[src/rtl/round_robin_arb_quantum_if.sv]
// Request/grant bundle between requesters and the quantum round-robin arbiter.
// The master side drives the request vector; the slave side (the arbiter)
// returns the registered grant, its index, a valid flag and the expiry pulse.
interface round_robin_arb_quantum_if #(
  parameter int N = 4
);
  localparam int IDX_W = $clog2(N);

  logic [N-1:0]     req;
  logic [N-1:0]     grant;
  logic             grant_valid;
  logic [IDX_W-1:0] grant_idx;
  logic             expired;

  modport master (
    output req,
    input  grant,
    input  grant_valid,
    input  grant_idx,
    input  expired
  );

  modport slave (
    input  req,
    output grant,
    output grant_valid,
    output grant_idx,
    output expired
  );
endinterface

[src/rtl/round_robin_arb_quantum.sv]
// N-way round-robin arbiter with a per-grant time quantum.
//
//   state    | meaning
//   ---------+--------------------------------------------------------------
//   ST_IDLE  | no requester granted; next grant searched after ptr_q
//   ST_GRANT | requester grant_idx_q holds the resource, cnt_q cycles so far
//
// A holder keeps the grant while it requests, for at most QUANTUM cycles in a
// row. When the quantum runs out and someone else is waiting, the grant moves
// to the next waiting requester on the same edge and expired pulses for one
// cycle. A lone holder whose quantum runs out simply starts a fresh quantum.
// All outputs come straight from flops; req only reaches the next-state logic.
module round_robin_arb_quantum #(
  parameter int N       = 4,
  parameter int QUANTUM = 4
) (
  input  logic                       clk,
  input  logic                       rst,
  round_robin_arb_quantum_if.slave   arb
);
  localparam int IDX_W = $clog2(N);
  localparam int CNT_W = $clog2(QUANTUM + 1);

  localparam logic [CNT_W-1:0] CNT_ONE = CNT_W'(1);
  localparam logic [CNT_W-1:0] CNT_MAX = CNT_W'(QUANTUM);
  localparam logic [N-1:0]     ONE_HOT = N'(1);
  localparam logic [IDX_W-1:0] PTR_RST = IDX_W'(N - 1);

  typedef enum logic [0:0] {
    ST_IDLE  = 1'b0,
    ST_GRANT = 1'b1
  } state_t;

  state_t           state_q,   state_d;
  logic [N-1:0]     grant_q,   grant_d;
  logic [IDX_W-1:0] idx_q,     idx_d;
  logic [CNT_W-1:0] cnt_q,     cnt_d;
  logic [IDX_W-1:0] ptr_q,     ptr_d;
  logic             expired_q, expired_d;

  logic [N-1:0]     others;
  logic [IDX_W-1:0] next_after_ptr;
  logic [IDX_W-1:0] next_after_holder;

  // First requester strictly after x, wrapping around; x itself is tried last.
  function automatic logic [IDX_W-1:0] rr_next(input logic [N-1:0]     r,
                                               input logic [IDX_W-1:0] x);
    logic [IDX_W-1:0] sel;
    logic             hit;
    int               j;
    sel = '0;
    hit = 1'b0;
    for (int k = 1; k <= N; k++) begin
      j = (int'(x) + k) % N;
      if (!hit && r[IDX_W'(j)]) begin
        sel = IDX_W'(j);
        hit = 1'b1;
      end
    end
    return sel;
  endfunction

  assign others            = arb.req & ~grant_q;
  assign next_after_ptr    = rr_next(arb.req, ptr_q);
  assign next_after_holder = rr_next(arb.req, idx_q);

  // Next-state decision from the registered state and the sampled request vector.
  always_comb begin
    state_d   = state_q;
    grant_d   = grant_q;
    idx_d     = idx_q;
    cnt_d     = cnt_q;
    ptr_d     = ptr_q;
    expired_d = 1'b0;

    case (state_q)
      ST_IDLE: begin
        if (|arb.req) begin
          state_d = ST_GRANT;
          idx_d   = next_after_ptr;
          grant_d = ONE_HOT << next_after_ptr;
          cnt_d   = CNT_ONE;
        end
      end

      ST_GRANT: begin
        if (arb.req[idx_q]) begin
          if (cnt_q < CNT_MAX) begin
            cnt_d = cnt_q + CNT_ONE;
          end else if (|others) begin
            // Quantum used up while someone else waits: forced rotation.
            idx_d     = next_after_holder;
            grant_d   = ONE_HOT << next_after_holder;
            cnt_d     = CNT_ONE;
            ptr_d     = idx_q;
            expired_d = 1'b1;
          end else begin
            // Nobody else wants it; the holder starts a fresh quantum.
            cnt_d = CNT_ONE;
          end
        end else begin
          // Holder released; a release never counts as an expiry.
          ptr_d = idx_q;
          if (|arb.req) begin
            idx_d   = next_after_holder;
            grant_d = ONE_HOT << next_after_holder;
            cnt_d   = CNT_ONE;
          end else begin
            state_d = ST_IDLE;
            idx_d   = '0;
            grant_d = '0;
            cnt_d   = '0;
          end
        end
      end

      default: begin
        state_d = ST_IDLE;
        idx_d   = '0;
        grant_d = '0;
        cnt_d   = '0;
      end
    endcase
  end

  // State and output registers; reset clears outputs without waiting for clk.
  always_ff @(posedge clk or negedge rst) begin
    if (!rst) begin
      state_q   <= ST_IDLE;
      grant_q   <= '0;
      idx_q     <= '0;
      cnt_q     <= '0;
      ptr_q     <= PTR_RST;
      expired_q <= 1'b0;
    end else begin
      state_q   <= state_d;
      grant_q   <= grant_d;
      idx_q     <= idx_d;
      cnt_q     <= cnt_d;
      ptr_q     <= ptr_d;
      expired_q <= expired_d;
    end
  end

  assign arb.grant       = grant_q;
  assign arb.grant_valid = (state_q == ST_GRANT);
  assign arb.grant_idx   = idx_q;
  assign arb.expired     = expired_q;

endmodule
[src/flat_wrapper.sv]
// flat-port wrapper written by rule: the top's interface ports become plain ports
module round_robin_arb_quantum_flat 
#(
  parameter int N       = 4,
  parameter int QUANTUM = 4
)
  (clk, rst, arb_req, arb_grant, arb_grant_valid, arb_grant_idx, arb_expired);
  round_robin_arb_quantum_if #(.N(N)) arb_i ();
  input  logic clk;
  input  logic rst;
  input wire logic [$bits(arb_i.req)-1:0] arb_req;
  output wire logic [$bits(arb_i.grant)-1:0] arb_grant;
  output wire logic [$bits(arb_i.grant_valid)-1:0] arb_grant_valid;
  output wire logic [$bits(arb_i.grant_idx)-1:0] arb_grant_idx;
  output wire logic [$bits(arb_i.expired)-1:0] arb_expired;
  assign arb_i.req = arb_req;
  assign arb_grant = arb_i.grant;
  assign arb_grant_valid = arb_i.grant_valid;
  assign arb_grant_idx = arb_i.grant_idx;
  assign arb_expired = arb_i.expired;
  round_robin_arb_quantum #(.N(N), .QUANTUM(QUANTUM)) u_core (.clk(clk), .rst(rst), .arb(arb_i));
endmodule
[config.mk]
export PLATFORM = sky130hd
export DESIGN_NAME = round_robin_arb_quantum_flat
export DESIGN_NICKNAME = d
export VERILOG_FILES = /design/src/rtl/round_robin_arb_quantum_if.sv /design/src/rtl/round_robin_arb_quantum.sv /design/src/flat_wrapper.sv
export SDC_FILE = /design/constraint.sdc
export NUM_CORES = 1
export LEC_CHECK = 0
export CORE_MARGIN = 2
export CORE_UTILIZATION = 52
export CTS_CLUSTER_SIZE = 20
export DETAILED_ROUTE_END_ITERATION = 8
export GPL_TIMING_DRIVEN = 0
export PLACE_DENSITY = 0.78
export SYNTH_ARGS = -nofsm -noshare
export SYNTH_HDL_FRONTEND = slang
export SYNTH_SLANG_ARGS = --single-unit
export TNS_END_PERCENT = 50
[constraint.sdc]
create_clock -name clk -period 1.8 [get_ports clk]
set_input_delay 0.36 -clock clk [delete_from_list [all_inputs] [get_ports clk]]
set_output_delay 0.36 -clock clk [all_outputs]
set_load 0.03 [all_outputs]
==> results of run 1 <==
[kinds of logic (layout without fill, tap and decap cells)]
kind of cell               Yosys count  after routing  share of synthesized area, %
AOI/OAI and AO/OA                   26             26                          23.1
and+or+nand+nor                     24             24                          15.7
muxes                               12             12                          17.1
adders and majority gates            1              1                          1.40
buffers and inverters               11             27                          5.89
DFF                                 13             13                          36.7
[sequential cells by signal, indices dropped and copies added, names as in the netlist]
signal	cells
u_core.arb.grant_idx	2
u_core.ptr_q	2
u_core.cnt_q	3
u_core.arb.expired	1
u_core.arb.grant_valid	1
u_core.arb.grant	4
[cell usage after synthesis]
cell type,n,share of area (%)
o41ai_4,1,3.1
dfrtp_1,11,31
mux2i_1,4,4.5
a21oi_1,3,1.7
nand2b_1,3,2.1
and3b_1,1,0.98
nor3b_1,1,0.84
inv_1,5,2.1
o21a_1,1,0.84
nor4_2,1,1.4
inv_2,1,0.42
mux2_4,6,10
nand2_1,7,2.9
o22a_1,2,2.0
o32ai_1,4,3.9
buf_6,1,1.3
nor2b_1,6,4.2
ha_1,1,1.4
o21ai_1,1,0.56
nand3_2,1,1.1
or3_1,1,0.70
a31o_1,1,0.98
o21ai_0,4,2.2
nor3_1,1,0.56
buf_2,3,1.7
dfstp_2,2,5.9
o22ai_1,5,3.5
buf_1,1,0.42
a21o_1,1,0.84
nor2_1,2,0.84
o21bai_1,1,0.84
o21ai_4,1,1.8
mux2_1,2,2.5
a21boi_1,1,0.84
[power groups by stage]
stage          Sequential [mW]  Combinational [mW]  Clock, mW
4_1_cts                  0.529               0.998      0.184
3_3_place_gp             0.530               0.976          0
6_report                 0.531                1.04      0.184
5_1_grt                  0.545                1.12      0.196
2_1_floorplan            0.635               0.641          0
3_5_place_dp             0.536               0.998          0
[per-stage QoR]
step / TNS (ns) / worst slack [ns] / utilization [%]
floorplan: 0 / 0.0119 / -
global placement: -3.82 / -0.466 / 65.6
detailed placement: -4.01 / -0.482 / 65.6
CTS: 0 / 0.0240 / 67.6
global route: -0.00836 / -0.00421 / 68.5
finish: 0 / 0.0824 / 68.5
[layout make-up]
| class | count | area, µm² | share of cell area [%] |
|---|---|---|---|
| Multi-Input combinational cell | 63 | 528 | 49.5 |
| Sequential cell | 13 | 328 | 30.7 |
| Timing Repair Buffer | 12 | 110 | 10.3 |
| Buffer | 5 | 32.5 | 3.05 |
| Clock buffer | 4 | 26.3 | 2.46 |
| Inverter | 6 | 22.5 | 2.11 |
| Tap cell | 16 | 20.0 | 1.88 |
[worst paths after layout]
check,end,start
setup / recovery,u_core.arb.grant_idx[1],u_core.arb.grant_idx[1]
hold / removal,u_core.arb.grant_valid,arb_req[3]
setup reg to reg,u_core.arb.grant_idx[1],u_core.arb.grant_idx[1]
hold reg to reg,u_core.arb.grant[2],u_core.arb.grant[2]
max in group asynchronous,u_core.arb.grant_idx[1],rst
min in group asynchronous,u_core.cnt_q[1],rst
[per-layer routing]
| metal | part of all wire [%] | track usage (%) | up-vias |
|---|---|---|---|
| li1 | - | - | 351 |
| met1 | 47 | 28.7 | 336 |
| met2 | 49 | 32.7 | 12 |
| met3 | 2.3 | 3.57 | 4 |
| met4 | 1.3 | 7.06 | 0 |
| met5 | 0 | 0 | - |
[what timing repair did]
action	CTS	global route
endpoints found under the setup margin	9	6
endpoints found under the hold margin	0	0
pin swaps	0	2
resized for setup	4	6
buffers inserted	0	1
cloned	0	0
[critical path: cells and delay by family, from the launching register on]
family                 cells  cell delay [ns]
multiplexers               3             0.76
flip-flops                 1             0.37
AND/OR/NAND/NOR            1             0.14
AO/OA/AOI/OAI              1             0.16
buffers and inverters      1             0.17
==> reports/results.tsv, run 1 <==
stage	metric	value	unit
clocking	H-tree levels	1	
sta	Least-Margin Pin Slew	0.591	ns
global_route	vias in the first global route	658	
sta	period utilisation layout	95.4	%
floorplan	core area	1560	µm²
sta	Final Hold Fails	0	
global_route	first-pass GRT wire length	3000	µm
global_route	total global-route track usage	20.7	%
setup_path	Critical Path Start Type	flip-flop	
synthesis	Synth Instances	87	
final_layout	area grow syn2layout	19.6	%
routing	via count	703	
routing	Final ANT Viol Nets	0	
pwr	pwr/cell area	1640	nW/µm²
placed_design	# port buffers	11	
pwr	worst vdd ir	0.977	mV
clocking	post-cts hold buffer count	0	
sta	Slew HR	60.5	%
setup_path	R2R cell count	6	
clocking	Sink Count	13	
pwr	power consumption	1.75	mW
setup_path	Worst EP required	1.96	ns
floorplan	full die area	2060	µm²
pwr	Seq pwr share	30.3	%
synthesis	syn avg cell area	10.3	µm²
routing	1st-iter DRT viols	8	
pwr	combinational share of power	59.2	%
clocking	worst skew pair latency	0.28	ns
synthesis	Ys Warns	0	
status	status	finished, final reports clean	
sta	f_max	582	MHz
setup_path	crit-path max cell delay	0.37	ns
clocking	Clock Path Buffers	2	
routing	final wirelength	1860	µm
sta	fin crit period	1.72	ns
pwr	cell-internal power	1.03	mW
synthesis	sequential-to-total area share from yosys stat	36.7	%
setup_path	CP max stage cell	dfrtp_1	
floorplan	starting density of the core	57.2	%
pwr	Leakage	0.478	nW
global_route	largest net degree at the start of global routing	14	
synthesis	FF+latch count, synth	13	
final_layout	FILL cells	121	
placed_design	Final Wtd Congestion	0.807	
clocking	clk slew on worst S/H paths	0.07	ns
floorplan	IO Pins	14	
synthesis	Post-Synthesis Net Count	94	
sta	Final Max Slew Viols	0	
sta	worst hold slack	0.396	ns
global_route	antenna violations before repair	0	
setup_path	peak fanout along the critical path	9	
setup_path	Worst R2R Setup Slack	0.08	ns
pwr	Psw	721	µW
routing	Via density	5.91	
pwr	Sw Share	41.1	%
sta	largest clock skew in the final design	0.0131	ns
placed_design	Placed Cells	114	
setup_path	most frequent CP cell	mux2i_2	
synthesis	Distinct cells, synth	34	
final_layout	commonest non-fill, non-tap cells in the layout	11 x dfrtp_1, 8 x clkdlybuf4s50_1, 7 x nand2_1	
final_layout	layout cells sized above 1	23.3	%
final_layout	commonest non-fill, non-tap cell in the layout	dfrtp_1	
placed_design	dpl cell area	1020	µm²
floorplan	Die Height	45.4	µm
synthesis	Post-Syn Area	892	µm²
hold_path	Min-Delay Path Depth	3	
placed_design	DP HPWL	1330	µm
floorplan	DIE WIDTH	45.4	µm
setup_path	WP data arrival	1.88	ns
final_layout	final instance area	1070	µm²
final_layout	Ant. Diodes	0	
clocking	CTS tree	built	
final_layout	Post-Layout Cell Count	119	
pwr	Clk pwr share	10.5	%
floorplan	row count	14	
routing	Residual DRC	0	
routing	1st-pass router iterations	4	
sta	# setup viols final	0	
hold_path	Hold Crit Class	in -> reg	
routing	Routed WL per cell	15.6	µm
setup_path	critical path type	reg -> reg	
setup_path	CP Cell Sequence	buf_4, mux2i_2, mux2i_2, nand3_2, o21ai_4, mux2_4	
final_layout	Nets	111	
setup_path	Crit. End Element	flip-flop	
job	Max Cap Viol	0	
clocking	root buf cell	clkbuf_4	
clocking	Num CTS Buffers	3	
global_route	GRT overflow	0	
(Power assumes the default switching activity.)
==> run 2, diff against run 1 <==
--- a/config.mk
+++ b/config.mk
@@ -5,12 +5,14 @@
 export SDC_FILE = /design/constraint.sdc
 export NUM_CORES = 1
 export LEC_CHECK = 0
-export CORE_MARGIN = 2
+export ABC_AREA = 0
+export CORE_MARGIN = 5
 export CORE_UTILIZATION = 52
 export CTS_CLUSTER_SIZE = 20
 export DETAILED_ROUTE_END_ITERATION = 8
 export GPL_TIMING_DRIVEN = 0
 export PLACE_DENSITY = 0.78
+export SKIP_LAST_GASP = 1
 export SYNTH_ARGS = -nofsm -noshare
 export SYNTH_HDL_FRONTEND = slang
 export SYNTH_SLANG_ARGS = --single-unit
==> run 2 against run 1 <==
  * Hold slack worse by 0.0043 ns
  * Non-clock buffer count did not move
  * Cell count grew 0.84%
  * Combinational power barely moved
  * Global-route usage decreased by 3.9 points
  * Power rose by 2.5%
  * Utilization decreased by 2.8 points
  * Sequential share of layout area is 0.84 points lower
  * Count of clock-buffer cells in the layout is the same
  * Via count rose by 6.0%
==> reports/results.tsv, run 2 (synthesis results as in run 1) <==
stage	metric	value	unit
status	status	finished, final reports clean	
clocking	worst skew pair latency	0.28	ns
hold_path	Min-Delay Path Depth	3	
floorplan	DIE WIDTH	51.4	µm
sta	Final Hold Fails	0	
routing	Residual DRC	0	
global_route	largest net degree at the start of global routing	14	
final_layout	max reg flops	4	
pwr	Leakage	0.489	nW
placed_design	Final Wtd Congestion	0.769	
clocking	Clock Path Buffers	2	
floorplan	IO Pins	14	
setup_path	R2R Path Start	u_core.arb.grant_idx[1]	
routing	Via density	6.21	
setup_path	Worst R2R Setup Slack	0.08	ns
clocking	Num CTS Buffers	3	
setup_path	WP data arrival	1.91	ns
sta	Setup WS post-layout	0.0585	ns
global_route	vias in the first global route	658	
pwr	worst vdd ir	0.798	mV
floorplan	full die area	2640	µm²
sta	Slew HR	59.1	%
global_route	antenna violations before repair	0	
global_route	GRT overflow	0	
placed_design	# port buffers	11	
floorplan	starting density of the core	53.4	%
placed_design	DP HPWL	1410	µm
setup_path	Crit. Startpoint	arb_req[0]	
clocking	Sink Count	13	
global_route	first-pass GRT wire length	3290	µm
floorplan	Die Height	51.4	µm
setup_path	Crit. End Element	flip-flop	
floorplan	core area	1670	µm²
sta	# setup viols final	0	
routing	final wirelength	2000	µm
final_layout	FILL cells	140	
hold_path	Hold Crit Class	in -> reg	
hold_path	hold path start	arb_req[3]	
clocking	H-tree levels	1	
routing	Final ANT Viol Nets	0	
routing	1st-iter DRT viols	22	
job	Max Cap Viol	0	
sta	fin crit period	1.74	ns
setup_path	critical path type	in -> reg	
final_layout	commonest non-fill, non-tap cells in the layout	11 x dfrtp_1, 8 x clkdlybuf4s50_1, 7 x nand2_1	
setup_path	RR Endpoint	u_core.arb.grant_idx[0]	
sta	largest clock skew in the final design	0.00769	ns
sta	RSZ-0062 raised after global routing	no	
clocking	root buf cell	clkbuf_4	
routing	1st-pass router iterations	4	
final_layout	Ant. Diodes	0	
final_layout	Final Core Density	65.7	%
sta	Least-Margin Pin Slew	0.611	ns
setup_path	Worst Setup EP	u_core.arb.grant_idx[0]	
setup_path	R2R cell count	6	
sta	f_max	574	MHz
setup_path	peak fanout along the critical path	8	
clocking	clk slew on worst S/H paths	0.08	ns
global_route	total global-route track usage	16.8	%
setup_path	Critical Path Start Type	input port	
pwr	pwr/cell area	1640	nW/µm²
routing	Routed WL per cell	16.7	µm
final_layout	area grow syn2layout	23.0	%
placed_design	pre-CTS WS	-0.493	ns
clocking	post-cts hold buffer count	0	
floorplan	row count	15	
final_layout	Nets	111	
pwr	power consumption	1.80	mW
sta	Final Max Slew Viols	0	
final_layout	commonest non-fill, non-tap cell in the layout	dfrtp_1	
final_layout	layout cells sized above 1	23.3	%
routing	via count	745	
setup_path	Worst EP required	1.97	ns
sta	period utilisation layout	96.8	%
clocking	CTS tree	built	
[run 2: worst min path at each step]
stage                             end  slack (ns)
5_1_grt        u_core.arb.grant_valid        0.41
2_1_floorplan      u_core.arb.expired        0.06
3_3_place_gp      u_core.arb.grant[2]        0.52
6_report       u_core.arb.grant_valid        0.39
4_1_cts        u_core.arb.grant_valid        0.38
3_5_place_dp      u_core.arb.grant[2]        0.53
[run 2: area by class of cell]
type / instances / area, µm² / area share, %
multi-input combinational: 63 / 549 / 50.1
sequential: 13 / 328 / 29.9
timing repair buffer: 12 / 118 / 10.7
buffer: 5 / 32.5 / 2.96
clock buffer: 4 / 26.3 / 2.39
inverter: 6 / 22.5 / 2.05
tap: 17 / 21.3 / 1.94
[run 2: timing repair]
action,in CTS,in global routing
setup endpoints to repair,9,7
pin swaps,0,2
buffers inserted,0,1
resized for setup,4,6
[run 2: routing by layer]
metal  track usage [%]  share of wire (%)  up-vias
li1                  -                  -      353
met1              22.8                 44      363
met2              25.6                 49       25
met3              4.96                6.2        4
met4              5.24                1.2        0
met5                 0                  0        -
[run 2: per-stage QoR]
stage	std cells	hold slack [ns]	area [µm²]	setup TNS, ns
after floorplan	87	0.0644	892	0
final	120	0.391	1100	0
after global routing	120	0.406	1100	0
after global placement	115	0.520	1020	-3.89
after detailed placement	115	0.527	1020	-4.06
after CTS	119	0.381	1060	-0.0366
[run 2: worst max-delay path: stages]
cell	delay [ns]
dlygate4sd2_1	0.35
nor2b_1	0.21
o41ai_4	0.37
nand3_2	0.14
o21ai_4	0.15
mux2_4	0.33
[run 2: where the power goes]
| group | internal [mW] | leakage (nW) | switching, mW | total, mW |
|---|---|---|---|---|
| Combinational | 0.541 | 0.317 | 0.534 | 1.07 |
| Sequential | 0.424 | 0.157 | 0.114 | 0.539 |
| Clock | 0.0861 | 0.0150 | 0.0976 | 0.184 |
